### src/rtl/approx_mul_pkg.sv
// Shared widths and the S1 payload type for the approximate-multiplier scheduler.
// APPROX_MUL_EXACT_EN adds an exact-product flag to the payload.
package approx_mul_pkg;

  localparam int OP_W     = 8;
  localparam int RES_W    = 16;
  localparam int NIB      = 4;
  localparam int MAX_ID_W = 3;  // enough for up to 8 requesters

  typedef struct packed {
    logic [OP_W-1:0]     x;
    logic [OP_W-1:0]     y;
    logic [MAX_ID_W-1:0] id;
`ifdef APPROX_MUL_EXACT_EN
    logic                exact;
`endif
  } s1_payload_t;

  function automatic logic [RES_W-1:0] exact_mul(input logic [OP_W-1:0] x,
                                                 input logic [OP_W-1:0] y);
    return RES_W'(x) * RES_W'(y);
  endfunction

endpackage

### src/rtl/approx_mul_rr_sched_if.sv
// Request/result bundle between requesting lanes, the scheduler and the consumer.
// APPROX_MUL_EXACT_EN adds req_exact / out_exact.
interface approx_mul_rr_sched_if #(parameter int NREQ = 4);
  import approx_mul_pkg::*;

  localparam int ID_W = $clog2(NREQ);

  logic [NREQ-1:0]      req_valid;
  logic [NREQ-1:0]      req_ready;
  logic [NREQ*OP_W-1:0] req_x;
  logic [NREQ*OP_W-1:0] req_y;
  logic                 out_valid;
  logic                 out_ready;
  logic [RES_W-1:0]     out_z;
  logic [ID_W-1:0]      out_id;
  logic                 busy;
`ifdef APPROX_MUL_EXACT_EN
  logic [NREQ-1:0]      req_exact;
  logic                 out_exact;
`endif

  modport master (
`ifdef APPROX_MUL_EXACT_EN
    output req_exact,
    input  out_exact,
`endif
    output req_valid, req_x, req_y, out_ready,
    input  req_ready, out_valid, out_z, out_id, busy
  );

  modport slave (
`ifdef APPROX_MUL_EXACT_EN
    input  req_exact,
    output out_exact,
`endif
    input  req_valid, req_x, req_y, out_ready,
    output req_ready, out_valid, out_z, out_id, busy
  );

endinterface

### src/rtl/approx_mul8_l4_core.sv
// Unsigned 8x8 approximate multiplier: exact y*x[7:4] plus a few OR-merged
// high partial products from x[3:1]; purely combinational.
module approx_mul8_l4_core
  import approx_mul_pkg::*;
(
  input  logic [OP_W-1:0]  x,
  input  logic [OP_W-1:0]  y,
  output logic [RES_W-1:0] z
);

  logic [11:0] hi_prod;
  logic        p1_7, p2_6, p3_5, p2_7, p3_6, p3_7;
  logic        unused_x0;

  assign hi_prod = 12'(y) * 12'(x[OP_W-1:NIB]);

  assign p1_7 = x[1] & y[7];
  assign p2_6 = x[2] & y[6];
  assign p3_5 = x[3] & y[5];
  assign p2_7 = x[2] & y[7];
  assign p3_6 = x[3] & y[6];
  assign p3_7 = x[3] & y[7];

  // x[0] never reaches the result in this approximation
  assign unused_x0 = x[0];

  assign z = {hi_prod, 4'b0000}
           + {7'd0, p1_7, 8'd0}
           + {7'd0, p2_6 | p3_5, 8'd0}
           + {5'd0, p2_7 | p3_6, 10'd0}
           + {5'd0, p3_7, 10'd0};

endmodule

### src/rtl/approx_mul_rr_sched.sv
// Round-robin scheduler sharing one approximate multiplier across NREQ lanes,
// with a 2-stage valid/ready pipeline. APPROX_MUL_EXACT_EN adds a per-request exact mode.
module approx_mul_rr_sched
  import approx_mul_pkg::*;
#(
  parameter int NREQ = 4
) (
  input logic                 clk,
  input logic                 rst_n,
  approx_mul_rr_sched_if.slave bus
);

  localparam int ID_W = $clog2(NREQ);
  localparam logic [ID_W-1:0] PTR_RST = ID_W'(NREQ - 1);

  logic             s1_v;
  logic             s2_v;
  s1_payload_t      s1_q;
  s1_payload_t      s1_d;
  logic [RES_W-1:0] s2_z;
  logic [ID_W-1:0]  s2_id;
  logic [RES_W-1:0] z_approx;
  logic [RES_W-1:0] z_s1;
  logic [ID_W-1:0]  ptr;
  logic [ID_W-1:0]  cand;
  logic [ID_W-1:0]  grant_idx;
  logic             grant_found;
  logic             s1_open;
  logic             s1_load;
  logic             s2_load;
  logic [NREQ-1:0]  ready;
`ifdef APPROX_MUL_EXACT_EN
  logic             s2_exact;
`endif

  // first valid requester strictly after the last winner
  always_comb begin
    grant_found = 1'b0;
    grant_idx   = ptr;
    cand        = ptr;
    for (int off = 1; off <= NREQ; off++) begin
      cand = ID_W'((int'(ptr) + off) % NREQ);
      if (!grant_found && bus.req_valid[cand]) begin
        grant_found = 1'b1;
        grant_idx   = cand;
      end
    end
  end

  assign s2_load = s1_v & (!s2_v | bus.out_ready);
  assign s1_open = !s1_v | s2_load;
  assign ready   = (grant_found && s1_open && rst_n) ? (NREQ'(1) << grant_idx) : '0;
  assign s1_load = |ready;

  always_comb begin
    s1_d    = '0;
    s1_d.x  = bus.req_x[int'(grant_idx)*OP_W +: OP_W];
    s1_d.y  = bus.req_y[int'(grant_idx)*OP_W +: OP_W];
    s1_d.id = MAX_ID_W'(grant_idx);
`ifdef APPROX_MUL_EXACT_EN
    s1_d.exact = bus.req_exact[grant_idx];
`endif
  end

  always_ff @(posedge clk or negedge rst_n) begin
    if (!rst_n) begin
      ptr <= PTR_RST;
    end else if (s1_load) begin
      ptr <= grant_idx;
    end
  end

  always_ff @(posedge clk or negedge rst_n) begin
    if (!rst_n) begin
      s1_v <= 1'b0;
      s1_q <= '0;
    end else if (s1_load) begin
      s1_v <= 1'b1;
      s1_q <= s1_d;
    end else if (s2_load) begin
      s1_v <= 1'b0;
    end
  end

  approx_mul8_l4_core u_core (
    .x (s1_q.x),
    .y (s1_q.y),
    .z (z_approx)
  );

`ifdef APPROX_MUL_EXACT_EN
  assign z_s1 = s1_q.exact ? exact_mul(s1_q.x, s1_q.y) : z_approx;
`else
  assign z_s1 = z_approx;
`endif

  // S2 reloads on the same edge it hands off, so back-to-back results never bubble
  always_ff @(posedge clk or negedge rst_n) begin
    if (!rst_n) begin
      s2_v  <= 1'b0;
      s2_z  <= '0;
      s2_id <= '0;
    end else if (s2_load) begin
      s2_v  <= 1'b1;
      s2_z  <= z_s1;
      s2_id <= ID_W'(s1_q.id);
    end else if (bus.out_ready) begin
      s2_v  <= 1'b0;
    end
  end

`ifdef APPROX_MUL_EXACT_EN
  always_ff @(posedge clk or negedge rst_n) begin
    if (!rst_n) begin
      s2_exact <= 1'b0;
    end else if (s2_load) begin
      s2_exact <= s1_q.exact;
    end
  end

  assign bus.out_exact = s2_exact;
`endif

  assign bus.req_ready = ready;
  assign bus.out_valid = s2_v;
  assign bus.out_z     = s2_z;
  assign bus.out_id    = s2_id;
  assign bus.busy      = s1_v | s2_v;

endmodule

### src/flat_wrapper.sv
// flat-port wrapper written by rule: the top's interface ports become plain ports
module approx_mul_rr_sched_flat import approx_mul_pkg::*;
#(
  parameter int NREQ = 4
)
  (clk, rst_n, bus_req_valid, bus_req_x, bus_req_y, bus_out_ready, bus_req_ready, bus_out_valid, bus_out_z, bus_out_id, bus_busy);
  approx_mul_rr_sched_if #(.NREQ(NREQ)) bus_i ();
  input logic clk;
  input logic rst_n;
  input wire logic [$bits(bus_i.req_valid)-1:0] bus_req_valid;
  input wire logic [$bits(bus_i.req_x)-1:0] bus_req_x;
  input wire logic [$bits(bus_i.req_y)-1:0] bus_req_y;
  input wire logic [$bits(bus_i.out_ready)-1:0] bus_out_ready;
  output wire logic [$bits(bus_i.req_ready)-1:0] bus_req_ready;
  output wire logic [$bits(bus_i.out_valid)-1:0] bus_out_valid;
  output wire logic [$bits(bus_i.out_z)-1:0] bus_out_z;
  output wire logic [$bits(bus_i.out_id)-1:0] bus_out_id;
  output wire logic [$bits(bus_i.busy)-1:0] bus_busy;
  assign bus_i.req_valid = bus_req_valid;
  assign bus_i.req_x = bus_req_x;
  assign bus_i.req_y = bus_req_y;
  assign bus_i.out_ready = bus_out_ready;
  assign bus_req_ready = bus_i.req_ready;
  assign bus_out_valid = bus_i.out_valid;
  assign bus_out_z = bus_i.out_z;
  assign bus_out_id = bus_i.out_id;
  assign bus_busy = bus_i.busy;
  approx_mul_rr_sched #(.NREQ(NREQ)) u_core (.clk(clk), .rst_n(rst_n), .bus(bus_i));
endmodule
### config.mk
export PLATFORM = sky130hd
export DESIGN_NAME = approx_mul_rr_sched_flat
export DESIGN_NICKNAME = d
export VERILOG_FILES = /design/src/rtl/approx_mul_pkg.sv /design/src/rtl/approx_mul_rr_sched_if.sv /design/src/rtl/approx_mul8_l4_core.sv /design/src/rtl/approx_mul_rr_sched.sv /design/src/flat_wrapper.sv
export SDC_FILE = /design/constraint.sdc
export NUM_CORES = 1
export LEC_CHECK = 0
export ABC_AREA = 1
export CAP_MARGIN = 30
export CORE_MARGIN = 1.5
export CORE_UTILIZATION = 40
export DETAILED_ROUTE_END_ITERATION = 8
export HOLD_SLACK_MARGIN = 0.02
export MAX_ROUTING_LAYER = met4
export PLACE_DENSITY = 0.72
export SYNTH_ARGS = -nofsm -noshare
export SYNTH_HDL_FRONTEND = slang
export SYNTH_SLANG_ARGS = --single-unit
### constraint.sdc
create_clock -name clk -period 4.7 [get_ports clk]
set_clock_uncertainty 0.15 [all_clocks]
set_input_delay 0.705 -clock clk [delete_from_list [all_inputs] [get_ports clk]]
set_output_delay 0.705 -clock clk [all_outputs]
set_load 0.01 [all_outputs]
==> flow_summary.json, run 1 <==
{
  "dr.pass1.iters": 4,
  "synth-compound-area-share": 0.0373,
  "cts_tree": "done",
  "synth-main-ff-cell": "dfrtp_1",
  "syn_area_um2": 3460,
  "arrival_ns": 4.37,
  "max_freq_ghz": 0.230,
  "worstMarginPinSlew_ns": 0.564,
  "synth_adder_area_share": 0.150,
  "post-dp-hpwl_um": 6320,
  "clockRootBuffer": "clkbuf_8",
  "post-cts-setup-buffers": 0,
  "synth.avg_cell_area_um2": 6.34,
  "ctsLongestPathBuffers": 2,
  "synthCells": 545,
  "synth_edf_count": 0,
  "combPwrFrac": 0.696,
  "synth-seq-area-share": 0.254,
  "port_buffers": 86,
  "grt_util_met2": 0.321,
  "fp.dieH_um": 96.0,
  "status": "finished, final reports clean",
  "finalCriticalPeriod_ns": 4.34,
  "setup_violations": 0,
  "rsz0062_at_grt": "false",
  "yosys.area_share.simple": 0.426,
  "ant_nets": 0,
  "h-tree-depth": 2,
  "top_usage_layer": "met2",
  "final_common_cell": "nand2_1",
  "slew_violations": 0,
  "maxCapViolCount": 0,
  "wl_um": 7720,
  "grt_pass1_vias": 3214,
  "numClockSinks": 35,
  "ys_seq_elements": 35,
  "die_area_um2": 9210,
  "dp_cells": 716,
  "timing.hold.ws_ns": 0.326,
  "synthToLayoutAreaGrowth_pct": 28.0,
  "timing.final.crit_share": 0.924,
  "grt_first_pass_wirelength_um": 13600,
  "grt_max_degree": 36,
  "via_per_inst": 4.67,
  "antenna_found_initial": 0,
  "wl_per_cell_um": 10.7,
  "synth_cell_types": 30,
  "pwr-share-seq": 0.210,
  "cp-end-kind": "flip-flop",
  "synth_top_family_by_area": "simple AND/OR/NAND/NOR gates",
  "synth_warnings": 0,
  "num_antenna_cells": 0,
  "async_flop_share": 1.00,
  "pwr-share-clk": 0.094,
  "switchingPower_mw": 1.48,
  "coreArea_um2": 8300,
  "drt-initial-drc-count": 205,
  "leakagePower_nw": 2.50,
  "clkTransAtPathRegs_ns": 0.07,
  "place_congestion": 0.879,
  "slowest_stage": "fa_1",
  "initial_utilization": 0.417,
  "p_int_mw": 1.36,
  "dpl_cell_area_um2": 4320,
  "multi_input_area_um2": 2190,
  "register_area_um2": 878,
  "fp-row-count": 33,
  "drive_gt1_frac": 0.0404,
  "finalSetupTns_ns": 0,
  "final_cell_mix": "283 x nand2_1, 85 x clkdlybuf4s50_1, 57 x inv_1, 46 x nand3_1, 33 x dfrtp_1",
  "synth_xor_area_frac": 0.0177,
  "hold_path_class": "in2async",
  "peakVddDrop_mv": 0.239,
  "fillers": 811,
  "critPathLaunchType": "flip-flop",
  "die_x_um": 96.0,
  "cts_hold_buffers": 0,
  "clk-insertion-delay-late_ns": 0.29,
  "gr-usage-met1": 0.237,
  "vias": 3382,
  "final_nets": 722,
  "use_met3": 0.0316,
  "p_sw_frac": 0.520,
  "critPathKind": "reg2reg",
  "cts_resized": 0,
  "worstPathMaxFanout": 9,
  "overflow": 0,
  "fin_util": 0.533,
  "worst_path_largest_cell_delay_ns": 0.54,
  "pin_count": 95,
  "max_slew_margin": 0.623,
  "p_per_area_nw_per_um2": 642,
  "hold_violations": 0,
  "grt_usage": 0.188,
  "crit_required_ns": 4.73,
  "instances_no_fill": 724,
  "drcViolationCount": 0,
  "cts_inserted_buffers": 5,
  "muxShareOfSynthArea": 0,
  "fin_area_um2": 4430,
  "path_cells": "nand2_1, fa_1, inv_1, fa_1, fa_1, nand3_1, nand2_1, xnor2_1, fa_1, inv_1, ha_1, nand3_1, nand2_1, nand3_1, nor2_1, or2_2, nand3_1, nand2_1"
}
==> Yosys cell counts (all sizes together), types with 5 or more instances <==
cell type | count | share of area
nor2 | 12 | 0.013
nand2 | 287 | 0.32
o21ai | 12 | 0.017
buf | 18 | 0.038
a21oi | 9 | 0.013
fa | 14 | 0.081
xnor2 | 5 | 0.013
ha | 19 | 0.069
inv | 60 | 0.065
nand3 | 48 | 0.072
clkbuf | 8 | 0.0087
dfrtp | 33 | 0.24
==> metrics by stage <==
stage,power [mW],worst slack (ns)
after floorplan,2.16,0.539
after CTS,2.88,0.325
final,2.84,0.356
after detailed placement,2.59,0.357
after global routing,3.22,0.0356
after global placement,2.53,0.434
==> logic make-up (layout without fill, tap and decap cells) <==
logic type      after synthesis  count (layout)
compound gates               24              24
fa+ha+maj                    33              33
buf+inv                      88             159
other cells                   1               4
simple gates                357             357
xor+xnor                      7               7
flops                        35              35
==> power groups by stage <==
stage	clock network, mW	registers, mW	logic, mW
4_1_cts	0.276	0.598	2.00
5_1_grt	0.288	0.620	2.31
6_report	0.267	0.597	1.98
3_5_place_dp	0	0.601	1.99
2_1_floorplan	0	0.541	1.62
3_3_place_gp	0	0.593	1.94
==> layout make-up <==
type                    instances  area share
multi-input cells             425       0.496
clock buffers                   6      0.0164
inverters                      62      0.0526
well taps                     105      0.0297
clock inverters                 2     0.00848
flip-flops and latches         35       0.198
repair buffers                 89       0.198
==> critical path, delay by kind of cell, from the launching register on <==
kind | cells | cell delay (ns)
adder cells (fa/ha/maj) | 5 | 2.21
AND/OR/NAND/NOR | 10 | 1.06
flip-flops | 1 | 0.53
XOR/XNOR | 1 | 0.17
buffers and inverters | 2 | 0.12
==> flip-flops by register name (all words and copies together), names as in the netlist <==
| register | cells |
|---|---|
| u_core.bus.out_id | 2 |
| u_core.s1_v | 1 |
| u_core.ptr | 2 |
| u_core.s1_q | 17 |
| u_core.bus.out_z | 12 |
| u_core.bus.out_valid | 1 |
==> final timing paths <==
check,startpoint,to,slack [ns],depth (start not counted)
max,u_core.s1_q[18],u_core.bus.out_z[14],0.36,18
min,rst_n,u_core.bus.out_id[1],0.33,2
max reg2reg,u_core.s1_q[18],u_core.bus.out_z[14],0.36,18
min reg2reg,u_core.bus.out_z[15],u_core.bus.out_z[15],0.33,2
max in group asynchronous,rst_n,u_core.ptr[1],3.73,2
min in group clk,u_core.bus.out_z[15],u_core.bus.out_z[15],0.33,2
==> layer usage <==
layer / wire length (um) / share of wire
met5: 0 / 0
met4: 40 / 0.0052
met3: 443 / 0.057
met2: 3560 / 0.46
met1: 3670 / 0.48
(Power assumes the default switching activity.)
==> run 2: changes to the inputs <==
Settings changed: CORE_ASPECT_RATIO set to 0.75.
==> run 2 against run 1 <==
Clock power up 19%. Setup slack worse by 0.037 ns. Sequential cell count is the same. Cell count is 0.41% higher. Die area hardly changed. Global-route usage is 0.69 points higher. Critical path depth increased by 2.
==> flow_summary.json, run 2 (same netlist as run 1, synthesis figures left out) <==
{
  "min_to": "u_core.bus.out_z[9]",
  "grt_max_degree": 36,
  "place_congestion": 0.911,
  "h-tree-depth": 2,
  "port_buffers": 86,
  "p_sw_frac": 0.520,
  "p_per_area_nw_per_um2": 658,
  "overflow": 0,
  "hold_path_class": "reg2reg",
  "critPathLaunchType": "flip-flop",
  "via_per_inst": 4.76,
  "grt_usage": 0.195,
  "synthToLayoutAreaGrowth_pct": 29.2,
  "finalSetupTns_ns": 0,
  "coreArea_um2": 8420,
  "pwr-share-clk": 0.108,
  "combPwrFrac": 0.688,
  "drive_gt1_frac": 0.0388,
  "slew_violations": 0,
  "peakVddDrop_mv": 0.271,
  "path_cells": "nand2_1, inv_1, fa_1, inv_1, fa_1, inv_1, ha_1, a21oi_1, nand2_1, xnor2_1, fa_1, inv_1, ha_1, nand3_1, nand2_1, nand3_1, nor2_1, or2_2, nand3_1, nand2_1",
  "cpLargestDelayFamily": "adder cells",
  "registers.top_by_ff_count": "u_core.s1_q",
  "rsz0062_at_grt": "false",
  "clkTransAtPathRegs_ns": 0.05,
  "final_nets": 722,
  "worstMarginPinSlew_ns": 0.564,
  "cts_inserted_buffers": 5,
  "worstHoldStart": "u_core.bus.out_z[9]",
  "post-cts-setup-buffers": 0,
  "final_cell_mix": "283 x nand2_1, 86 x clkdlybuf4s50_1, 57 x inv_1, 46 x nand3_1, 33 x dfrtp_1",
  "wl_per_cell_um": 11.5,
  "grt_first_pass_wirelength_um": 14200,
  "switchingPower_mw": 1.53,
  "num_antenna_cells": 0,
  "worst_path_largest_cell_delay_ns": 0.55,
  "ctsLongestPathBuffers": 2,
  "cts_tree": "done",
  "cts_hold_buffers": 0,
  "initial_utilization": 0.411,
  "ant_nets": 0,
  "pin_count": 95,
  "wl_um": 8350,
  "critPathKind": "reg2reg",
  "pwr-share-seq": 0.204,
  "numClockSinks": 35,
  "cp-end-kind": "flip-flop",
  "antenna_found_initial": 0,
  "min_path_cells": 2,
  "reg2reg_to": "u_core.bus.out_z[14]",
  "post-dp-hpwl_um": 6530,
  "largest_reg_flops": 17,
  "maxCapViolCount": 0,
  "top_usage_layer": "met2",
  "critPathBufInv": 4,
  "dpl_cell_area_um2": 4320,
  "cts_resized": 0,
  "gr-usage-met1": 0.257,
  "grt_pass1_vias": 3381,
  "fp.dieH_um": 83.5,
  "place_ws_ns": 0.347,
  "r2r_start": "u_core.s1_q[18]",
  "grt_util_met2": 0.314,
  "dr.pass1.iters": 4,
  "fp-row-count": 29,
  "fin_area_um2": 4470,
  "timing.final.crit_share": 0.932,
  "p_int_mw": 1.41,
  "crit_required_ns": 4.72,
  "setup_ws_ns": 0.319,
  "max_freq_ghz": 0.228,
  "dp_cells": 719,
  "drt-initial-drc-count": 238,
  "instances_no_fill": 727,
  "ff2ff_setup_slack_ns": 0.32,
  "finalCriticalPeriod_ns": 4.38,
  "die_x_um": 110,
  "status": "finished, final reports clean",
  "clockRootBuffer": "clkbuf_16",
  "final_common_cell": "nand2_1",
  "leakagePower_nw": 2.52,
  "hold_violations": 0,
  "vias": 3464,
  "slowest_stage": "fa_1",
  "clk-insertion-delay-late_ns": 0.28,
  "worstPathMaxFanout": 9,
  "drcViolationCount": 0,
  "setup_violations": 0,
  "die_area_um2": 9210,
  "max_slew_margin": 0.623,
  "use_met3": 0.0461,
  "arrival_ns": 4.40,
  "rr_worst_depth": 20
}
==> run 2: per-stage QoR <==
| stage | utilization | hold WS, ns | power (mW) |
|---|---|---|---|
| final | 0.530 | 0.332 | 2.94 |
| after global routing | 0.530 | 0.368 | 3.29 |
| after CTS | 0.530 | 0.335 | 2.95 |
| after detailed placement | 0.514 | 0.320 | 2.61 |
| after global placement | 0.514 | 0.311 | 2.55 |
| after floorplan | - | 0.259 | 2.16 |
==> run 2: worst max path at each step <==
stage / startpoint / slack (ns) / end / cells after the start
2_1_floorplan: u_core.s1_q[18] / 0.54 / u_core.bus.out_z[14] / 19
3_3_place_gp: u_core.s1_q[18] / 0.44 / u_core.bus.out_z[14] / 18
3_5_place_dp: u_core.s1_q[18] / 0.35 / u_core.bus.out_z[14] / 20
4_1_cts: u_core.s1_q[18] / 0.33 / u_core.bus.out_z[14] / 20
5_1_grt: u_core.s1_q[17] / 0.09 / u_core.bus.out_z[14] / 20
6_report: u_core.s1_q[18] / 0.32 / u_core.bus.out_z[14] / 20
==> run 2: cell type report <==
type                            count  area [um2]
Multi-Input combinational cell    425        2190
Clock buffer                        6         129
Inverter                           62         233
Sequential cell                    35         878
Tap cell                          108         135
Clock inverter                      2        12.5
Fill cell                         850        3950
Timing Repair Buffer               89         883
==> run 2: worst register-to-register path, delay by kind of cell, from the launching register on <==
| family | cells | cell delay, ns |
|---|---|---|
| xor+xnor | 1 | 0.16 |
| compound gates | 1 | 0.18 |
| buf+inv | 4 | 0.23 |
| simple gates | 9 | 0.94 |
| fa+ha+maj | 5 | 2.12 |
| flops | 1 | 0.48 |
==> run 2: power by group through the flow <==
stage | Sequential (mW) | Clock [mW] | Combinational, mW
6_report | 0.599 | 0.317 | 2.02
3_5_place_dp | 0.601 | 0 | 2.01
4_1_cts | 0.597 | 0.323 | 2.03
5_1_grt | 0.619 | 0.335 | 2.33
3_3_place_gp | 0.596 | 0 | 1.96
2_1_floorplan | 0.541 | 0 | 1.62
==> run 2: metal layers <==
layer	up-vias	share of wire
met1	1565	0.48
met4	0	0.0038
li1	1805	-
met5	-	0
met2	89	0.46
met3	5	0.057
==> run 3: changes to the inputs <==
Settings changed: CORE_UTILIZATION 40 to 49, PLACE_DENSITY 0.72 to 0.85.
==> run 3 against run 2 <==
Sequential share of layout area up 0.26 points. Highest routed layer unchanged. Largest power group unchanged. Clock-buffer cell count down 1. Hold slack about the same. Die area down 18%. Setup slack worse by 0.0013 ns. Cell count down 3.3%. Sequential cell count unchanged.
==> flow_summary.json, run 3 (same netlist as run 1, synthesis figures left out) <==
{
  "cts_hold_buffers": 0,
  "critPathKind": "reg2reg",
  "rr_worst_depth": 20,
  "final_nets": 722,
  "grt_usage": 0.236,
  "synthToLayoutAreaGrowth_pct": 27.5,
  "largest_reg_flops": 17,
  "ant_nets": 0,
  "port_buffers": 86,
  "hold_path_class": "reg2reg",
  "fillers": 601,
  "fp.dieH_um": 75.7,
  "hold_violations": 0,
  "ctsLongestPathBuffers": 2,
  "grt_first_pass_wirelength_um": 14000,
  "maxCapViolCount": 0,
  "finalCriticalPeriod_ns": 4.38,
  "dr.pass1.iters": 4,
  "slew_violations": 0,
  "rsz0062_at_grt": "false",
  "highest_layer": "met4",
  "place_congestion": 0.900,
  "setup_violations": 0,
  "finalSetupTns_ns": 0,
  "peakVddDrop_mv": 0.332,
  "grt_pass1_vias": 3273,
  "dr_wl_met2_um": 4030,
  "post-dp-hpwl_um": 6440,
  "wirelength_met1_um": 3710,
  "pin_count": 95,
  "coreArea_um2": 6830,
  "p_sw_frac": 0.525,
  "die_x_um": 100,
  "leakagePower_nw": 2.51,
  "p_per_area_nw_per_um2": 654,
  "p_int_mw": 1.37,
  "wl_um": 8300,
  "vias": 3529,
  "worstMarginPinSlew_ns": 0.556,
  "post-cts-setup-buffers": 0,
  "h-tree-depth": 2,
  "numClockSinks": 35,
  "path_cells": "nand2_1, inv_1, fa_1, inv_1, fa_1, inv_1, ha_1, a21oi_1, nand2_1, xnor2_1, fa_1, inv_1, ha_1, nand3_1, nand2_1, nand3_1, nor2_1, or2_2, nand3_1, nand2_1",
  "antenna_found_initial": 0,
  "fp-row-count": 26,
  "final_common_cell": "nand2_1",
  "fin_area_um2": 4410,
  "overflow": 0,
  "critPathLaunchType": "flip-flop",
  "wl_per_cell_um": 11.8,
  "final_cell_mix": "283 x nand2_1, 86 x clkdlybuf4s50_1, 57 x inv_1, 46 x nand3_1, 33 x dfrtp_1",
  "critPathBufInv": 4,
  "arrival_ns": 4.41,
  "max_slew_margin": 0.629,
  "worstPathMaxFanout": 9,
  "worst_path_largest_cell_delay_ns": 0.55,
  "combPwrFrac": 0.696,
  "min_path_cells": 2,
  "cts_tree": "done",
  "cts_resized": 0,
  "dpl_cell_area_um2": 4290,
  "slowest_stage": "fa_1",
  "clk-insertion-delay-late_ns": 0.29,
  "cpLargestDelayFamily": "adder cells",
  "min_to": "u_core.bus.out_z[15]",
  "timing.hold.ws_ns": 0.332,
  "grt_max_degree": 36,
  "via_per_inst": 5.02,
  "cp-end-kind": "flip-flop",
  "cts_inserted_buffers": 5,
  "report.power.total_mw": 2.88,
  "ff2ff_setup_slack_ns": 0.32,
  "initial_utilization": 0.506,
  "pwr-share-clk": 0.095,
  "switchingPower_mw": 1.51,
  "reg2reg_to": "u_core.bus.out_z[14]",
  "clockRootBuffer": "clkbuf_8",
  "met3WireLength_um": 452,
  "max_freq_ghz": 0.228,
  "clkTransAtPathRegs_ns": 0.07,
  "status": "finished, final reports clean",
  "drt-initial-drc-count": 159,
  "drive_gt1_frac": 0.0404,
  "pwr-share-seq": 0.209,
  "worstHoldStart": "u_core.bus.out_z[15]",
  "die_area_um2": 7570,
  "drcViolationCount": 0,
  "r2r_start": "u_core.s1_q[18]",
  "crit_required_ns": 4.72,
  "registers.top_by_ff_count": "u_core.s1_q",
  "fin_util": 0.645,
  "num_antenna_cells": 0,
  "timing.final.crit_share": 0.932
}
-- run 3: changes by cell type in the layout (fill, tap and decap cells not counted) --
cell,before,now
clkbuf_1,1,0
bufinv_16,0,1
clkinv_4,0,1
clkbuf_16,5,0
clkinvlp_4,1,0
clkbuf_8,0,5
-- run 3: worst min-delay path: stages, from the launching register on --
cell,delay [ns]
dfrtp_1,0.35
nand2_1,0.05
nand2_1,0.05
-- run 3: cell type report --
cell class                      count  area (um2)  share of cell area
Inverter                           62         233              0.0528
Tap cell                           84         105              0.0239
Multi-Input combinational cell    425        2190               0.498
Sequential cell                    35         878               0.199
Clock inverter                      3        43.8             0.00994
Timing Repair Buffer               89         883               0.200
Clock buffer                        5        68.8              0.0156
-- run 3: worst max-delay path by stage --
stage	slack, ns	from	cells after the start	to
3_3_place_gp	0.45	u_core.s1_q[18]	18	u_core.bus.out_z[14]
6_report	0.32	u_core.s1_q[18]	20	u_core.bus.out_z[14]
2_1_floorplan	0.54	u_core.s1_q[18]	19	u_core.bus.out_z[14]
5_1_grt	0.1	u_core.s1_q[18]	20	u_core.bus.out_z[14]
4_1_cts	0.35	u_core.s1_q[18]	20	u_core.bus.out_z[14]
3_5_place_dp	0.37	u_core.s1_q[18]	20	u_core.bus.out_z[14]
-- run 3: routing by layer --
metal,vias to the layer above,GRT usage
met5,-,-
met4,0,0.0548
met3,18,0.0431
met2,114,0.426
met1,1601,0.280
li1,1796,-
-- run 3: power by group through the flow --
stage | Combinational [mW] | Sequential, mW | Clock (mW)
after floorplan | 1.62 | 0.541 | 0
after global placement | 1.94 | 0.594 | 0
after detailed placement | 2.00 | 0.603 | 0
after CTS | 2.02 | 0.599 | 0.274
after global routing | 2.29 | 0.620 | 0.286
final | 2.01 | 0.601 | 0.273
-- run 3: per-stage QoR --
| stage | setup slack, ns | cells |
|---|---|---|
| floorplan | 0.539 | 548 |
| global placement | 0.448 | 695 |
| detailed placement | 0.371 | 695 |
| CTS | 0.350 | 703 |
| global route | 0.0991 | 703 |
| finish | 0.318 | 703 |
